[src/rtl/fifo_pkg.sv]
// Shared constants and helpers for the synchronous byte FIFO.
package fifo_pkg;

  localparam int DEFAULT_DATA_WIDTH = 8;
  localparam int DEFAULT_DEPTH      = 16;

  // Every bit of Q takes this value while reset is active.
  localparam logic Q_RST_BIT = 1'b0;

  // Pointer width: address bits plus one wrap bit that separates full from empty.
  function automatic int ptr_width(input int depth);
    return $clog2(depth) + 1;
  endfunction

endpackage

[src/rtl/fifo_mem.sv]
// Simple dual-port register array: one synchronous write port and one registered read port.
module fifo_mem
  import fifo_pkg::*;
#(
  parameter int DATA_WIDTH = DEFAULT_DATA_WIDTH,
  parameter int ADDR_WIDTH = 4
) (
  input  logic                  clk_i,
  input  logic                  rst_n_i,
  input  logic                  we_i,
  input  logic [ADDR_WIDTH-1:0] waddr_i,
  input  logic [DATA_WIDTH-1:0] wdata_i,
  input  logic                  re_i,
  input  logic [ADDR_WIDTH-1:0] raddr_i,
  output logic [DATA_WIDTH-1:0] rdata_o
);

  localparam int ENTRIES = 1 << ADDR_WIDTH;

  logic [DATA_WIDTH-1:0] mem_q [ENTRIES];
  logic [DATA_WIDTH-1:0] rdata_d;
  logic [DATA_WIDTH-1:0] rdata_q;

  // Storage array; contents are not reset because stale entries are never read.
  always_ff @(posedge clk_i) begin
    if (we_i) begin
      mem_q[waddr_i] <= wdata_i;
    end
  end

  // Read data only changes on an accepted read; otherwise it holds the last value.
  always_comb begin
    rdata_d = rdata_q;
    if (re_i) begin
      rdata_d = mem_q[raddr_i];
    end else begin
      rdata_d = rdata_q;
    end
  end

  // Read data register, cleared asynchronously.
  always_ff @(posedge clk_i or negedge rst_n_i) begin
    if (!rst_n_i) begin
      rdata_q <= {DATA_WIDTH{Q_RST_BIT}};
    end else begin
      rdata_q <= rdata_d;
    end
  end

  assign rdata_o = rdata_q;

endmodule

[src/rtl/fifo_top.sv]
// Single-clock synchronous FIFO with registered flags, occupancy count and read data.
module fifo_top
  import fifo_pkg::*;
#(
  parameter int DATA_WIDTH = DEFAULT_DATA_WIDTH,
  parameter int DEPTH      = DEFAULT_DEPTH
) (
  input  logic                     Clk,
  input  logic                     Reset,
  input  logic                     WrEn,
  input  logic [DATA_WIDTH-1:0]    Data,
  input  logic                     RdEn,
  output logic [DATA_WIDTH-1:0]    Q,
  output logic                     Full,
  output logic                     Empty,
  output logic [$clog2(DEPTH):0]   Wnum
);

  localparam int PW = ptr_width(DEPTH);
  localparam int AW = PW - 1;

  logic [1:0]    rst_sync_q;
  logic          rst_n_s;
  logic          wr_acc_s;
  logic          rd_acc_s;
  logic [PW-1:0] wptr_d, wptr_q;
  logic [PW-1:0] rptr_d, rptr_q;
  logic          full_d, full_q;
  logic          empty_d, empty_q;
  logic [PW-1:0] wnum_d, wnum_q;

  // Reset asserts immediately and releases after two clock edges.
  always_ff @(posedge Clk or negedge Reset) begin
    if (!Reset) begin
      rst_sync_q <= 2'b00;
    end else begin
      rst_sync_q <= {rst_sync_q[0], 1'b1};
    end
  end

  assign rst_n_s = rst_sync_q[1];

  // Flags are registered, so the gates use only state and never create an input-to-output path.
  assign wr_acc_s = WrEn && !full_q;
  assign rd_acc_s = RdEn && !empty_q;

  // Next pointers, and flags and count derived from those next pointers.
  always_comb begin
    wptr_d  = wptr_q;
    rptr_d  = rptr_q;
    if (wr_acc_s) begin
      wptr_d = wptr_q + {{(PW-1){1'b0}}, 1'b1};
    end else begin
      wptr_d = wptr_q;
    end
    if (rd_acc_s) begin
      rptr_d = rptr_q + {{(PW-1){1'b0}}, 1'b1};
    end else begin
      rptr_d = rptr_q;
    end
    empty_d = (wptr_d == rptr_d);
    full_d  = (wptr_d[AW] != rptr_d[AW]) && (wptr_d[AW-1:0] == rptr_d[AW-1:0]);
    wnum_d  = wptr_d - rptr_d;
  end

  // Pointer, flag and count registers.
  always_ff @(posedge Clk or negedge rst_n_s) begin
    if (!rst_n_s) begin
      wptr_q  <= {PW{1'b0}};
      rptr_q  <= {PW{1'b0}};
      full_q  <= 1'b0;
      empty_q <= 1'b1;
      wnum_q  <= {PW{1'b0}};
    end else begin
      wptr_q  <= wptr_d;
      rptr_q  <= rptr_d;
      full_q  <= full_d;
      empty_q <= empty_d;
      wnum_q  <= wnum_d;
    end
  end

  fifo_mem #(
    .DATA_WIDTH (DATA_WIDTH),
    .ADDR_WIDTH (AW)
  ) u_mem (
    .clk_i   (Clk),
    .rst_n_i (rst_n_s),
    .we_i    (wr_acc_s),
    .waddr_i (wptr_q[AW-1:0]),
    .wdata_i (Data),
    .re_i    (rd_acc_s),
    .raddr_i (rptr_q[AW-1:0]),
    .rdata_o (Q)
  );

  assign Full  = full_q;
  assign Empty = empty_q;
  assign Wnum  = wnum_q;

endmodule

[config.mk]
export PLATFORM = sky130hd
export DESIGN_NAME = fifo_top
export DESIGN_NICKNAME = d
export VERILOG_FILES = /design/src/rtl/fifo_pkg.sv /design/src/rtl/fifo_mem.sv /design/src/rtl/fifo_top.sv
export SDC_FILE = /design/constraint.sdc
export NUM_CORES = 1
export LEC_CHECK = 0
export CAP_MARGIN = 5
export CORE_AREA = 8 8 158 116
export CTS_BUF_LIST = sky130_fd_sc_hd__clkbuf_8
export DETAILED_ROUTE_END_ITERATION = 10
export DIE_AREA = 0 0 166 124
export REMOVE_ABC_BUFFERS = 1
export SYNTH_ARGS = -nofsm -noshare
export SYNTH_HDL_FRONTEND = slang
export SYNTH_SLANG_ARGS = --single-unit
[constraint.sdc]
create_clock -name Clk -period 1.2 [get_ports Clk]
set_input_delay 0.24 -clock Clk [delete_from_list [all_inputs] [get_ports Clk]]
set_output_delay 0.24 -clock Clk [all_outputs]
set_load 0.01 [all_outputs]
==> results by group <==
Synthesis
  • Asr flop ratio synth: 17.42%
  • Total number of yosys warnings: 0
  • Post-synthesis register bit count: 155
  • Xor/xnor share of the synthesized area: 1.132%
  • Cells after synthesis: 328
  • Synth Area in Compound Gates: under 10%
  • Largest area contributor in the netlist: edfxtp_1
  • Post-Synth Simple-Gate Area: 5.557%
  • Yosys cell types: 44
  • Post-Syn Area: 6192 um2
  • Most instantiated cells after synthesis: edfxtp_1, mux4_2, dfrtp_1
  • Main combinational cell family by area after synthesis: multiplexers
  • Syn avg cell area: 18.88 um2
  • Most area-consuming cells after synthesis: edfxtp_1, mux4_2, dfrtp_1, and2_1, ha_1
  • Post-synthesis adder-cell area fraction: roughly 1.9%
  • Mux contribution to synthesized area: around an eighth
  • EDFF count, synth: 128
  • Yosys top cell area share: 62.07%
  • Count leader, synth: edfxtp_1
  • Post-synthesis sequential area ratio: 73.00%
  • Ys flop type: edfxtp_1

Floorplan
  • Die ar.: 20580 um2
  • Die W: 166 um
  • Rows: 39
  • Num ports: 27
  • CORE AREA: 15860 um2
  • Starting Density: 39.05%
  • Die Height: 124 um

Worst setup path
  • Setup crit end kind: register
  • Critical Path Start Type: register
  • Crit path kind: register to register
  • R2R depth: 7
  • Critical Path Source: Empty
  • Worst EP arrival: 2.40 ns
  • CP Data Required Time: 1.55 ns
  • FF-to-FF setup slack: -0.85 ns
  • Worst r2r src: Empty
  • Crit Path Max Fanout: 3
  • Reg-to-Reg End: Wnum[3]

Timing
  • RSZ-0062 raised after global routing: yes
  • Fin. max-slew vios: 0
  • Final Hold Violating Endpoints: 0
  • Worst-Margin Slew: 1.170 ns
  • Final period utilization: 170.8%
  • Final min period: 2.050 ns
  • Final Setup Violations: 152
  • Fin Clk Skew: 0.01377 ns
  • Final critical-path setup slack: -0.8500 ns
  • Worst slew margin: 21.68%
  • Fmax: 487.8 MHz
  • Final hold slack: 0.2590 ns

Power
  • VDD IR max: 1.262 mV
  • P_leak: 2.989 nW
  • Pwr/cell area: 2626 nW/um2

Placement
  • GPL Wtd Cong: 0.7749
  • Placed cell count: 612
  • Port buffer count: 26
  • Dpl cell area: 7325 um2
  • Detailed-placement wirelength estimate: 8.629 mm

Layout
  • Number of fillers in the final layout: between 1000 and 1500
  • Fin area: 8253 um2
  • Nets: between 400 and 500
  • Finished Layout Cells: about 650
  • Ant. Diodes: 0
  • Layout area overhead: 33.28%
  • Share of cells above drive strength 1: between 50% and 60%

Job
  • Max Cap Viol: 0

Drt
  • Final wirelength: between 10 and 15 mm
  • DR pass1 iterations: 4
  • DR DRC count: 0
  • Drt wl/cell: approximately 21 um
  • Via count: ~3400
  • ANT nets after route: 0
  • DRT iter0 DRCs: roughly 340
  • Via density: roughly 5

Hold path
  • Hold crit path type: register to asynchronous set/reset pin

CTS
  • CTS root buffer: clkbuf_8
  • Maximum clock insertion buffer count: 2
  • Clk sinks: approximately 160
  • TritonCTS buffer count: 17
  • Worst skew pair latency: ~0.44 ns
  • Clock transition at the registers of the reported paths: approximately 0.09 ns
  • CTS tree: done
  • H-tree levels: 4

Global routing
  • All-Layer GR Usage: 13.91%
  • Largest net degree at the start of global routing: 26
  • Grt ovf: 0
  • Number of global-route vias before repair: around 3500
  • First-pass GRT wire length: 21.29 mm
  • Antenna violations before repair: 0

Run status
  • Violated checks: negative setup slack
  • Status: finished with violations
-- what timing repair did --
| action | CTS | global route |
|---|---|---|
| endpoints found under the hold margin | 2 | 0 |
| gates cloned | 2 | 0 |
| endpoints found under the setup margin | 165 | 166 |
| pin swaps | 25 | 19 |
| hold buffers | 1 | 0 |
| buffers inserted | 18 | 13 |
| resized for setup | 169 | 48 |
-- worst max-delay path, cell delays in order, from the launching register on --
cell and delay, ns:
dfstp_2 0.57, nand2b_4 0.17, mux2_4 0.34, inv_2 0.07, ha_4 0.20, nor2b_4 0.12
a221oi_2 0.26, xor2_1 0.22
-- per-layer routing --
metal	up-vias	part of all wire (%)	global-route usage, %
met5	-	0	0
met2	96	46	20.91
li1	1514	-	-
met4	0	1.3	5.093
met3	16	6.7	3.040
met1	1724	46	19.74
-- logic make-up after synthesis --
family	Yosys count
AO/OA/AOI/OAI	37
AND/OR/NAND/NOR	58
other	1
multiplexers	33
flip-flops	155
buffers and inverters	27
adder cells (fa/ha/maj)	9
XOR/XNOR	8
-- layout make-up --
| class | count | area (um2) | area share, % |
|---|---|---|---|
| Clock buffer | 20 | 275.3 | 3.335 |
| Tap cell | 205 | 256.5 | 3.108 |
| Inverter | 14 | 67.56 | 0.8187 |
| Sequential cell | 155 | 4527 | 54.85 |
| Clock inverter | 12 | 160.2 | 1.941 |
| Timing Repair Buffer | 101 | 938.4 | 11.37 |
| Multi-Input combinational cell | 146 | 2028 | 24.58 |
-- per-stage QoR --
step | TNS, ns | total power, mW | util, % | worst slack, ns
after detailed placement | -99.27 | 14.57 | 46.19 | -1.057
after floorplan | -62.76 | 11.11 | - | -1.894
final | -48.28 | 21.67 | 52.04 | -0.8500
after global routing | -57.99 | 22.82 | 52.04 | -0.9376
after CTS | -48.42 | 20.75 | 51.20 | -0.7583
after global placement | -97.86 | 14.48 | 46.19 | -1.040
-- sequential cells by signal (all words and copies together), names as in the netlist --
name and count:
Empty 1, Full 1, Wnum 5, rptr_q 5, rst_sync_q 2, u_mem.mem_q 128, u_mem.rdata_o 8, wptr_q 5
-- layout by cell type, fill, tap and decap left out, types with 3 or more instances in the layout --
cell,netlist,final
xnor2_2,0,3
buf_4,0,46
nand2b_4,0,3
bufinv_16,0,3
clkdlybuf4s50_1,0,11
buf_6,2,24
nand2_4,0,3
ha_4,0,8
buf_12,0,5
edfxtp_1,128,128
nand2_1,13,8
dfrtp_1,26,21
inv_6,0,3
clkinv_4,0,4
buf_2,4,12
clkbuf_8,0,20
a22o_1,8,8
inv_4,0,3
o21ai_1,0,7
a221oi_2,0,6
and2_4,1,16
dfrtp_2,0,5
mux4_2,32,32
nand3b_1,3,3
inv_2,0,9
-- power breakdown --
group          leakage, nW  internal [mW]  switching (mW)  total [mW]
clock                0.225           2.25            1.98        4.23
sequential            1.48           6.72           0.448        7.16
combinational         1.29           5.43            4.85        10.3
total                 2.99           14.4            7.28        21.7
-- how the worst max path moves through the flow --
stage | end
CTS | u_mem.rdata_o[5]
detailed placement | Wnum[3]
finish | Wnum[3]
global route | Wnum[3]
floorplan | Wnum[3]
global placement | Wnum[4]
Note: power is estimated with default switching activity, not from simulation.
